$ cat src/rtl/seq_restoring_divider_if.sv
// Request/result bundle for the sequential restoring divider.
// The master issues dividend/divisor with a start pulse; the slave (divider)
// reports busy, a one-cycle done strobe and the held result.
interface seq_restoring_divider_if #(
    parameter int WIDTH = 4
);
    logic             start;
    logic [WIDTH-1:0] dividend;
    logic [WIDTH-1:0] divisor;
    logic             busy;
    logic             done;
    logic [WIDTH-1:0] quotient;
    logic [WIDTH-1:0] remainder;
    logic             div_by_zero;

    modport master (
        output start, dividend, divisor,
        input  busy, done, quotient, remainder, div_by_zero
    );

    modport slave (
        input  start, dividend, divisor,
        output busy, done, quotient, remainder, div_by_zero
    );
endinterface

$ cat src/rtl/seq_restoring_divider.sv
// Multi-cycle unsigned restoring divider: one shift-and-subtract step per
// clock, WIDTH steps per operation, result held until the next accepted start.
// A zero divisor skips iteration and reports all-ones / dividend / flag.
module seq_restoring_divider #(
    parameter int WIDTH = 4
) (
    input  logic                    clk,
    input  logic                    rst,
    seq_restoring_divider_if.slave  bus
);
    localparam int CW = $clog2(WIDTH + 1);
    localparam logic [CW-1:0] LAST_STEP = CW'(WIDTH - 1);

    typedef enum logic [1:0] {
        IDLE = 2'd0,
        CALC = 2'd1,
        DONE = 2'd2
    } state_t;

    state_t state_reg, state_next;

    // The partial remainder after a step is always below the divisor, so its
    // top bit is provably zero; only the low WIDTH bits are stored and the
    // extra bit lives in the WIDTH+1-bit trial value.
    logic [WIDTH-1:0] r_reg, r_next;
    logic [WIDTH-1:0] q_reg, q_next;
    logic [WIDTH-1:0] d_reg, d_next;
    logic [CW-1:0]    cnt_reg, cnt_next;
    logic [WIDTH-1:0] quotient_reg, quotient_next;
    logic [WIDTH-1:0] remainder_reg, remainder_next;
    logic             dbz_reg, dbz_next;

    logic [WIDTH:0]   trial;
    logic [WIDTH:0]   d_ext;
    logic             fits;
    logic [WIDTH-1:0] diff;
    logic [WIDTH-1:0] r_step;
    logic [WIDTH-1:0] q_step;
    logic             last_step;

    // One restoring step: shift next dividend bit in, subtract if it fits.
    // When it fits the true difference is below 2^WIDTH, so WIDTH-bit
    // subtraction is exact.
    assign trial     = {r_reg, q_reg[WIDTH-1]};
    assign d_ext     = {1'b0, d_reg};
    assign fits      = (trial >= d_ext);
    assign diff      = trial[WIDTH-1:0] - d_reg;
    assign r_step    = fits ? diff : trial[WIDTH-1:0];
    assign q_step    = {q_reg[WIDTH-2:0], fits};
    assign last_step = (cnt_reg == LAST_STEP);

    // State register; reset aborts any operation in flight.
    always_ff @(posedge clk) begin
        if (rst) begin
            state_reg <= IDLE;
        end else begin
            state_reg <= state_next;
        end
    end

    // Next-state logic: a zero divisor jumps straight to DONE.
    always_comb begin
        state_next = state_reg;
        case (state_reg)
            IDLE: begin
                if (bus.start) begin
                    state_next = (bus.divisor == '0) ? DONE : CALC;
                end
            end
            CALC: begin
                if (last_step) begin
                    state_next = DONE;
                end
            end
            DONE:    state_next = IDLE;
            default: state_next = IDLE;
        endcase
    end

    // Datapath next values: load on accept, iterate in CALC, publish on the
    // final step so the result is already valid during the DONE cycle.
    always_comb begin
        r_next         = r_reg;
        q_next         = q_reg;
        d_next         = d_reg;
        cnt_next       = cnt_reg;
        quotient_next  = quotient_reg;
        remainder_next = remainder_reg;
        dbz_next       = dbz_reg;
        case (state_reg)
            IDLE: begin
                if (bus.start) begin
                    if (bus.divisor == '0) begin
                        quotient_next  = '1;
                        remainder_next = bus.dividend;
                        dbz_next       = 1'b1;
                    end else begin
                        r_next         = '0;
                        q_next         = bus.dividend;
                        d_next         = bus.divisor;
                        cnt_next       = '0;
                        quotient_next  = '0;
                        remainder_next = '0;
                        dbz_next       = 1'b0;
                    end
                end
            end
            CALC: begin
                r_next   = r_step;
                q_next   = q_step;
                cnt_next = cnt_reg + CW'(1);
                if (last_step) begin
                    quotient_next  = q_step;
                    remainder_next = r_step;
                    dbz_next       = 1'b0;
                end
            end
            default: ;
        endcase
    end

    // Datapath and result registers.
    always_ff @(posedge clk) begin
        if (rst) begin
            r_reg         <= '0;
            q_reg         <= '0;
            d_reg         <= '0;
            cnt_reg       <= '0;
            quotient_reg  <= '0;
            remainder_reg <= '0;
            dbz_reg       <= 1'b0;
        end else begin
            r_reg         <= r_next;
            q_reg         <= q_next;
            d_reg         <= d_next;
            cnt_reg       <= cnt_next;
            quotient_reg  <= quotient_next;
            remainder_reg <= remainder_next;
            dbz_reg       <= dbz_next;
        end
    end

    assign bus.busy        = (state_reg != IDLE);
    assign bus.done        = (state_reg == DONE);
    assign bus.quotient    = quotient_reg;
    assign bus.remainder   = remainder_reg;
    assign bus.div_by_zero = dbz_reg;
endmodule

$ cat src/flat_wrapper.sv
// flat-port wrapper written by rule: the top's interface ports become plain ports
module seq_restoring_divider_flat 
#(
    parameter int WIDTH = 4
)
  (clk, rst, bus_start, bus_dividend, bus_divisor, bus_busy, bus_done, bus_quotient, bus_remainder, bus_div_by_zero);
  seq_restoring_divider_if #(.WIDTH(WIDTH)) bus_i ();
  input  logic clk;
  input  logic rst;
  input wire logic [$bits(bus_i.start)-1:0] bus_start;
  input wire logic [$bits(bus_i.dividend)-1:0] bus_dividend;
  input wire logic [$bits(bus_i.divisor)-1:0] bus_divisor;
  output wire logic [$bits(bus_i.busy)-1:0] bus_busy;
  output wire logic [$bits(bus_i.done)-1:0] bus_done;
  output wire logic [$bits(bus_i.quotient)-1:0] bus_quotient;
  output wire logic [$bits(bus_i.remainder)-1:0] bus_remainder;
  output wire logic [$bits(bus_i.div_by_zero)-1:0] bus_div_by_zero;
  assign bus_i.start = bus_start;
  assign bus_i.dividend = bus_dividend;
  assign bus_i.divisor = bus_divisor;
  assign bus_busy = bus_i.busy;
  assign bus_done = bus_i.done;
  assign bus_quotient = bus_i.quotient;
  assign bus_remainder = bus_i.remainder;
  assign bus_div_by_zero = bus_i.div_by_zero;
  seq_restoring_divider #(.WIDTH(WIDTH)) u_core (.clk(clk), .rst(rst), .bus(bus_i));
endmodule
$ cat config.mk
export PLATFORM = sky130hd
export DESIGN_NAME = seq_restoring_divider_flat
export DESIGN_NICKNAME = d
export VERILOG_FILES = /design/src/rtl/seq_restoring_divider_if.sv /design/src/rtl/seq_restoring_divider.sv /design/src/flat_wrapper.sv
export SDC_FILE = /design/constraint.sdc
export NUM_CORES = 1
export LEC_CHECK = 0
export ABC_AREA = 1
export BUFFER_PORTS_ARGS = -buffer_cell sky130_fd_sc_hd__buf_2
export CAP_MARGIN = 25
export CORE_UTILIZATION = 50
export CTS_BUF_LIST = sky130_fd_sc_hd__clkbuf_4
export DETAILED_ROUTE_END_ITERATION = 7
export HOLD_SLACK_MARGIN = 0.06
export PLACE_DENSITY_LB_ADDON = 0.12
export REMOVE_ABC_BUFFERS = 1
export SLEW_MARGIN = 15
export SYNTH_ARGS = -nofsm -noshare
export SYNTH_HDL_FRONTEND = slang
export SYNTH_SLANG_ARGS = --single-unit
$ cat constraint.sdc
create_clock -name clk -period 1.62 [get_ports clk]
set_clock_uncertainty 0.2 [all_clocks]
set_input_delay 0.243 -clock clk [delete_from_list [all_inputs] [get_ports clk]]
set_output_delay 0.243 -clock clk [all_outputs]
set_load 0.02 [all_outputs]
==> results of run 1 <==
worst paths after layout:
check / to
setup reg to reg: u_core.r_reg[1]
setup / recovery: u_core.r_reg[1]
hold / removal: u_core.state_reg[1]
hold reg to reg: u_core.bus.div_by_zero
kinds of logic after synthesis:
logic type / count (synthesis) / synth area share
buf+inv: 29 / 0.0954
flops: 26 / 0.409
xor+xnor: 1 / 0.00688
compound gates: 45 / 0.190
fa+ha+maj: 7 / 0.0747
simple gates: 65 / 0.224
synthesized netlist by cell type:
cell type,count
nand3_2,1
nor2_1,15
inv_2,1
nand2_1,31
nand2_2,5
ha_1,6
clkbuf_1,2
a22oi_1,1
nand3_1,12
xnor2_1,1
a211oi_1,1
nand2_4,1
inv_1,23
fa_1,1
o211ai_1,1
dfxtp_1,26
buf_6,1
buf_2,1
a21oi_2,1
a21oi_1,23
a31oi_1,4
buf_4,1
o21ai_0,14
power breakdown:
part,internal (W),switching [W],total [W]
clock network,0.000250,0.000216,0.000466
logic,0.000380,0.000517,0.000897
registers,0.000713,0.0000548,0.000768
final cells by class:
class                      count  share of cell area
tap                           28              0.0181
clock buffer                   3              0.0116
inverter                      24              0.0530
clock inverter                 1              0.0155
multi-input combinational    118               0.423
sequential                    26               0.274
timing repair buffer          54               0.205
layer usage:
metal  GRT usage  routed length (um)  vias up
li1            -                   -      674
met1       0.314                1570      677
met2       0.449                2090       74
met3      0.0348                 227       19
met4       0.123                 161        0
met5           0                   0        -
per-stage QoR:
| step | worst slack, ps | hold WS, ps | util | setup TNS [ps] | area [sq um] |
|---|---|---|---|---|---|
| after global routing | -161 | 189 | 0.843 | -1550 | 1940 |
| after CTS | -28.1 | 158 | 0.748 | -121 | 1720 |
| after global placement | -31.7 | 250 | 0.637 | -100 | 1460 |
| after floorplan | 30.6 | 112 | - | 0 | 1240 |
| after detailed placement | -125 | 258 | 0.637 | -837 | 1460 |
| final | -94.6 | 176 | 0.843 | -673 | 1940 |
critical path: stages, from the launching register on:
cell,delay (ps)
dfxtp_2,360
inv_2,80
ha_4,150
inv_4,40
fa_2,520
inv_2,30
nand2_2,60
nand3_2,90
a21oi_2,140
cells in the final DEF, fill, tap and decap left out:
master and instances:
nor2_1 11, o21ai_0 7, a211oi_1 1, a31oi_1 4, a22oi_1 1, a21oi_2 8
bufinv_16 1, ha_1 1, inv_4 2, nor2_4 1, o21ai_1 2, o21ai_2 5
buf_6 1, a21oi_1 15, inv_1 14, o211ai_1 1, buf_12 1, dlygate4sd3_1 10
fa_2 1, ha_4 5, buf_4 21, nand2_2 10, dfxtp_2 8, dfxtp_1 18
inv_2 6, clkbuf_4 4, buf_2 20, nand2_4 3, xnor2_1 1, nor2_2 3
clkinvlp_4 2, nand3_2 6, nand2_1 24, nand3_1 7, a21oi_4 1
repair_timing:
item / 4_1_cts / 5_1_grt
buffers inserted: 3 / 9
hold buffers: 10 / 0
resized for setup: 21 / 48
endpoints found under the setup margin: 12 / 18
endpoints found under the hold margin: 18 / 0
pin swaps: 8 / 17
==> results.md, run 1 <==
- Run status: complete, but fails checks
- Failing checks: setup timing
- Fmax: 583 MHz
- Vias per cell: 5.69
- # DRC: 0
- Die X: between 50 and 60 um
- Crit start category: flop
- Final period util: 1.06
- TritonCTS Sinks: 26
- Final total power: 0.00213 W
- Gpl congestion: 0.878
- Initial Utilization: 0.554
- Synthesized area per cell: about 7.4 sq um
- Clock Path Buffers: 2
- Rows: 17
- Fill cells: about 140
- Root Driver: clkbuf_4
- Fin. max-slew vios: 0
- Crit Reg-Reg Startpoint: u_core.q_reg[3]
- Worst-path clk slew: 160 ps
- Vias in the first global route: 1296
- Total grt overflow: 0
- CTS tree: done
- PD cells: 1100 mW/mm^2
- Input/output buffers: 21
- Hold path start: bus_divisor[3]
- Crit path DAT: 1810 ps
- Crit end category: flop
- Post-Syn Instances: 173
- DRT antenna net count: 0
- Crit path kind: flop to flop
- Leak Pwr: 0.867 nW
- Footprint of the multi-input gates: 820 sq um
- Post-layout nets: 245
- Max_slew headroom: 0.784
- Number of max-cap violations: 0
- Total Wirelength: between 4000 and 5000 um
- Clock latency on the worst-skew pair: roughly 340 ps
- Number of synthesized register bits: 26
- FF/Latch Area: 531 sq um
- Layout cells sized above 1: 0.482
- Htree depth: 1
- Post-synth cell types: 23
- Min cycle time layout: 1710 ps
- First-pass GRT wire length: roughly 5300 um
- Worst Tran Pin Value: 324 ps
- Pin count of the biggest net entering global routing: 16
- Worst vdd ir: 0.783 mV
- Post-Syn Area: 0.00127 sq mm
- Die Y: 52.4 um
- Hold WC Path Type: primary input to flop
- Core Area: around 0.0023 sq mm
- Inst Count DP: 228
- Synth top area cells: dfxtp_1, nand2_1, a21oi_1
- 1st-pass router iterations: 5
- Via Count: 1444
- I/O Pins: 22
- R2R depth: 8
- ANT cells: 0
- # setup viols final: 12
- Yosys warns: 0
- Flop2flop setup slack: -90 ps
- DR iter-0 viols: slightly below 90
- Die footprint: 0.00275 sq mm
- Dpl hpwl: 2100 um
- Seq/Total Area, Yosys: 0.409
- Total GRT Usage: 0.260
- CP required: 1710 ps
- Yosys top cell by area: dfxtp_1
- Layout area overhead: 52.2%
- Critical Path Source: u_core.q_reg[3]
- Crit Path Max Fanout: 2
- Final Hold Fails: 0
- Total CTS buffers: 3
- Setup WS post-layout: -94.6 ps
- Synth top area share: 0.409
- Antenna violations before repair: 0
- Worst hold path stage count: 6
- Routed WL per cell: 15.9 um
- RSZ-0062 raised after global routing: true
- Post-Layout Cell Count: 254
Note: power is estimated with default switching activity, not from simulation.
==> run 2: changes to the inputs <==
Settings changed: CORE_MARGIN set to 5, PLACE_DENSITY_LB_ADDON 0.12 to 0.25, SETUP_SLACK_MARGIN set to 0.3.
==> run 2 against run 1 <==
Against the previous run: the run still ends with setup timing left; clock-buffer cell count unchanged; sequential power about the same; wire length down 0.32%; via count down 3.4%; critical path depth unchanged; utilization down 4.1 points.
==> results.md, run 2 (same netlist as run 1, synthesis figures left out) <==
- Hold path endpoint: u_core.bus.remainder[1]
- Post-route cell area: a little under 0.002 sq mm
- Total Wirelength: between 4000 and 5000 um
- Commonest non-fill, non-tap cell in the layout: nand2_1
- # DRC: 0
- I/O Pins: 22
- M2 GR Usage: 0.383
- Worst stage delay on the critical path: 520 ps
- Total GRT Usage: 0.201
- CP Cell Sequence: inv_2 > ha_4 > inv_2 > fa_2 > inv_2 > nand2_2 > nand3_4 > a21oi_2
- Clock Path Buffers: 2
- Global-route track usage on met1: 0.243
- Input/output buffers: 21
- Core Area: 0.00245 sq mm
- CTS tree: done
- Most frequent CP cell: inv_2
- First-pass GRT wire length: 5590 um
- Post-Layout Cell Count: 253
- Worst Tran Pin Value: 409 ps
- Rows: 18
- # setup viols final: 10
- Total CTS buffers: 3
- TritonCTS Sinks: 26
- Via Count: between 1000 and 1500
- Routed WL per cell: approximately 16 um
- Number of max-cap violations: 0
- Failing checks: setup timing
- Fmax: 583 MHz
- Flop2flop setup slack: -90 ps
- ANT cells: 0
- Clock latency on the worst-skew pair: 310 ps
- Placed inst area: 0.00149 sq mm
- Inst Count DP: between 200 and 250
- Worst-path clk slew: around 140 ps
- Root Driver: clkbuf_4
- Worst vdd ir: 0.757 mV
- Initial Utilization: 0.518
- Worst hold path stage count: 3
- CP top delay family: adder cells
- Antenna violations before repair: 0
- Dpl hpwl: 2220 um
- CP required: about 1700 ps
- Die Y: 60.4 um
- Post-layout nets: 243
- Pin count of the biggest net entering global routing: 16
- Worst hold slack: 68.7 ps
- Vias in the first global route: 1280
- Setup WS post-layout: -94.5 ps
- Vias per cell: 5.51
- Critical Path Slowest Stage Cell: fa_2
- 1st-pass router iterations: 4
- Crit start category: flop
- DP Worst Slack: -54.1 ps
- Crit end category: flop
- DR iter-0 viols: 85
- GR Layer Usage met3: 0.0255
- Min cycle time layout: 1710 ps
- DRT antenna net count: 0
- RSZ-0062 raised after global routing: true
- Reg-to-reg endpoint: u_core.bus.remainder[1]
- PD cells: 971 mW/mm^2
- Layout area overhead: 54.7%
- Total grt overflow: 0
- Gr busiest metal: met2
- Hold WC Path Type: primary input to flop
- Crit path DAT: 1770 ps
- Most frequent cells in the layout: nand2_1, buf_4, buf_2
- Die footprint: approximately 0.0037 sq mm
- WP buf/inv: 3
- Hold path start: bus_dividend[1]
- Crit Reg-Reg Startpoint: u_core.q_reg[3]
- Leak Pwr: 0.865 nW
- Htree depth: 1
- Gpl congestion: 0.858
- Crit path kind: flop to flop
- Final period util: 1.06
- Die X: 60.4 um
- Run status: complete, but fails checks
- Crit Path Max Fanout: 2
- Max_slew headroom: 0.727
- Final Hold Fails: 0
- Fill cells: between 150 and 200
- R2R depth: 8
- Fin. max-slew vios: 0
- Layout cells sized above 1: 0.534
run 2: changes by cell type in the layout (fill, tap and decap cells not counted), sizes merged:
cell / delta
dlygate4sd3: -5
clkinvlp: -1
buf: +4
bufinv: -1
inv: +1
clkbuf: -1
run 2: worst max path at each step:
| stage | start | end | slack [ps] | depth (start not counted) |
|---|---|---|---|---|
| 6_report | u_core.q_reg[3] | u_core.bus.remainder[1] | -90 | 8 |
| 5_1_grt | u_core.q_reg[3] | u_core.bus.remainder[1] | -190 | 11 |
| 4_1_cts | u_core.q_reg[3] | u_core.bus.remainder[1] | -30 | 8 |
| 3_5_place_dp | u_core.d_reg[2] | u_core.bus.remainder[0] | -50 | 9 |
| 3_3_place_gp | u_core.d_reg[1] | u_core.r_reg[1] | -10 | 11 |
| 2_1_floorplan | u_core.d_reg[2] | u_core.bus.remainder[0] | 30 | 9 |
run 2: stage by stage:
step / setup TNS, ps / util / power, W
2_1_floorplan: 0 / - / 0.00114
3_3_place_gp: -39.7 / 0.607 / 0.00132
3_5_place_dp: -437 / 0.607 / 0.00133
4_1_cts: -59.3 / 0.733 / 0.00173
5_1_grt: -1630 / 0.802 / 0.00202
6_report: -559 / 0.802 / 0.00191
run 2: layer usage:
layer  share of wire  vias up  routed length (um)
met5               0        -                   0
met4           0.025        0                 100
met3           0.052       12                 210
met2            0.51       43                2070
met1            0.41      671                1650
li1                -      669                   -
run 2: cell type report:
cell class / count / area [sq um] / share of cell area
multi-input cells: 118 / 881 / 0.448
flip-flops and latches: 26 / 542 / 0.275
repair buffers: 52 / 382 / 0.194
inverters: 24 / 104 / 0.0528
well taps: 30 / 37.5 / 0.0191
clock buffers: 3 / 22.5 / 0.0114
run 2: worst reg2reg max path, delay by kind of cell, from the launching register on:
kind                     cells  cell delay (ps)
buffers and inverters        3              160
flip-flops                   1              340
AO/OA/AOI/OAI                1              130
AND/OR/NAND/NOR              2              160
adder cells (fa/ha/maj)      2              660
run 2: power breakdown:
part	internal [W]	switching (W)	total, W
sequential	0.000711	0.0000543	0.000766
clock	0.0000869	0.000182	0.000269
combinational	0.000361	0.000516	0.000877
total	0.00116	0.000752	0.00191
run 2: repair_timing:
action	CTS	global route
hold buffers	5	0
pin swaps	18	12
gates resized for setup	62	31
setup buffers	4	8
setup endpoints to repair	28	29
endpoints found under the hold margin	4	0
==> run 3: changes to the inputs <==
--- a/config.mk
+++ b/config.mk
@@ -9,3 +9,2 @@
 export BUFFER_PORTS_ARGS = -buffer_cell sky130_fd_sc_hd__buf_2
-export CAP_MARGIN = 25
 export CORE_MARGIN = 5
==> constraint.sdc (replaced) <==
create_clock -name clk -period 1.62 [get_ports clk]
set_clock_uncertainty 0.2 [all_clocks]
set_input_delay 0.081 -clock clk [delete_from_list [all_inputs] [get_ports clk]]
set_output_delay 0.081 -clock clk [all_outputs]
set_load 0.02 [all_outputs]
==> run 3 against run 2 <==
Against the previous run: the flow finishes with violations (hold timing, setup timing); sequential power about the same; clock power up 2%; maximum frequency up 0.86%; die area unchanged; sequential share of layout area down 2.2 points; flip-flop and latch count unchanged; non-clock buffer count up 4; wire length up 12%; via count up 5.8%; critical path type unchanged.
==> results.md, run 3 (same netlist as run 1, synthesis figures left out) <==
- Max_slew headroom: 0.572
- Core Area: 0.00245 sq mm
- Hold path start: rst
- Setup WS post-layout: -79.9 ps
- Most frequent cells in the layout: buf_2, buf_4, nand2_1, dfxtp_1, a21oi_2
- I/O Pins: 22
- Dpl hpwl: 2250 um
- Total Wirelength: 4530 um
- Crit start category: flop
- Final Hold Fails: 11
- Post-Layout Cell Count: roughly 260
- Total negative slack: -525 ps
- Total CTS buffers: 3
- Failing checks: hold timing, setup timing
- Hold buffers post-CTS: 9
- Routed WL per cell: ~18 um
- Crit Reg-Reg Startpoint: u_core.d_reg[2]
- Rows: 18
- # DRC: 0
- Clock power share: 0.132
- Worst-path clk slew: 140 ps
- Routed wl met2: roughly 2400 um
- Switching share of power: 0.403
- TritonCTS Sinks: 26
- Total GRT Usage: 0.217
- Die X: 60.4 um
- ANT cells: 0
- Worst vdd ir: 0.959 mV
- Min cycle time layout: between 1500 and 2000 ps
- Pin count of the biggest net entering global routing: 16
- Hold WC Path Type: primary input to flop
- Max Used Layer: met4
- Reg power frac: 0.370
- Crit end category: flop
- Worst hold slack: -110 ps
- Root Driver: clkbuf_4
- 1st-pass router iterations: 4
- First-pass GRT wire length: approximately 5900 um
- Antenna violations before repair: 0
- Flop2flop setup slack: -80 ps
- Htree depth: 1
- Number of max-cap violations: 0
- Final period util: 1.05
- Inst Count DP: between 200 and 250
- CP required: 1680 ps
- Vias per cell: about 5.7
- Crit path kind: flop to flop
- # setup viols final: 8
- Internal power: 0.00124 W
- Core Util, Final: 0.865
- Hold path endpoint: u_core.cnt_reg[2]
- Initial Utilization: 0.518
- Commonest non-fill, non-tap cell in the layout: buf_2
- Crit path DAT: 1760 ps
- Fin. max-slew vios: 0
- Post-layout nets: 247
- Worst hold path stage count: 2
- WL met3: approximately 250 um
- Die footprint: about 0.0037 sq mm
- RSZ-0062 raised after global routing: true
- Worst Tran Pin Value: about 640 ps
- DR iter-0 viols: between 50 and 60
- Reg-to-reg endpoint: u_core.bus.remainder[0]
- Comb power frac: 0.498
- Crit Path Max Fanout: 5
- Layout area overhead: 66.9%
- Clock Path Buffers: 2
- R2R depth: 9
- Total grt overflow: 0
- Metal-1 WL: 1680 um
- Vias in the first global route: approximately 1400
- CTS tree: done
- Gpl congestion: between 0.8 and 0.9
- Die Y: 60.4 um
- Clock latency on the worst-skew pair: 320 ps
- Layout cells sized above 1: 0.621
- Input/output buffers: 21
- P_sw: 0.000836 W
- PD cells: 978 mW/mm^2
- Leak Pwr: 0.918 nW
- Via Count: 1476
- Run status: complete, but fails checks
- Fmax: 588 MHz
- DRT antenna net count: 0
==> run 3: cell types whose count changed in the layout (fill, tap and decap cells not counted), moves of 4 or more <==
cell / change
nand2_1: -7
o21ai_0: -7
a21oi_1: -6
nand2_2: +6
o21ai_2: +6
a21oi_2: +5
buf_4: -4
dlygate4sd3_1: +4
==> run 3: routing by layer <==
metal | vias to the layer above | global-route usage
li1 | 683 | -
met1 | 708 | 0.255
met2 | 67 | 0.389
met3 | 18 | 0.0404
met4 | 0 | 0.0836
met5 | - | 0
==> run 3: how the worst max path moves through the flow <==
stage / from / end / cells after the start
final: u_core.d_reg[2] / u_core.bus.remainder[0] / 9
after global routing: u_core.d_reg[2] / u_core.r_reg[3] / 9
after detailed placement: u_core.d_reg[2] / u_core.bus.remainder[0] / 9
after floorplan: u_core.d_reg[2] / u_core.bus.remainder[0] / 9
after global placement: u_core.d_reg[1] / u_core.bus.remainder[1] / 11
after CTS: u_core.q_reg[3] / u_core.r_reg[1] / 8
==> run 3: cell type report <==
class	instances	area [sq um]
multi-input combinational	118	972
sequential	26	538
timing repair buffer	56	448
fill	121	332
inverter	24	105
tap	30	37.5
clock buffer	3	22.5
==> run 3: timing repair <==
| action | 4_1_cts | 5_1_grt |
|---|---|---|
| setup endpoints to repair | 27 | 27 |
| pin swaps | 18 | 27 |
| hold endpoints to repair | 22 | 11 |
| resized for setup | 66 | 61 |
| gates cloned | 1 | 0 |
| setup buffers | 9 | 5 |
==> run 3: power groups by stage <==
stage / Clock (W) / Sequential (W) / Combinational, W
final: 0.000274 / 0.000767 / 0.00103
after global routing: 0.000320 / 0.000774 / 0.00111
after CTS: 0.000273 / 0.000758 / 0.000780
after detailed placement: 0 / 0.000755 / 0.000574
after global placement: 0 / 0.000753 / 0.000556
after floorplan: 0 / 0.000784 / 0.000352
==> run 3: critical path: stages (launching register included) <==
cell     delay (ps)
dfxtp_2         360
inv_2            50
ha_4            250
a21oi_4         150
nand2_2          90
nand2_4         100
nand2_4          90
nand2_2         100
nand3_2         110
a21oi_2         140
==> run 3: stage by stage <==
step | total power, W | setup WS [ps] | hold slack (ps) | area, sq um
floorplan | 0.00114 | 30.6 | -49.9 | 1240
global placement | 0.00131 | -19.7 | 177 | 1470
detailed placement | 0.00133 | -117 | 199 | 1470
CTS | 0.00181 | -45.1 | -123 | 1860
global route | 0.00220 | -185 | -101 | 2120
finish | 0.00208 | -79.9 | -110 | 2120
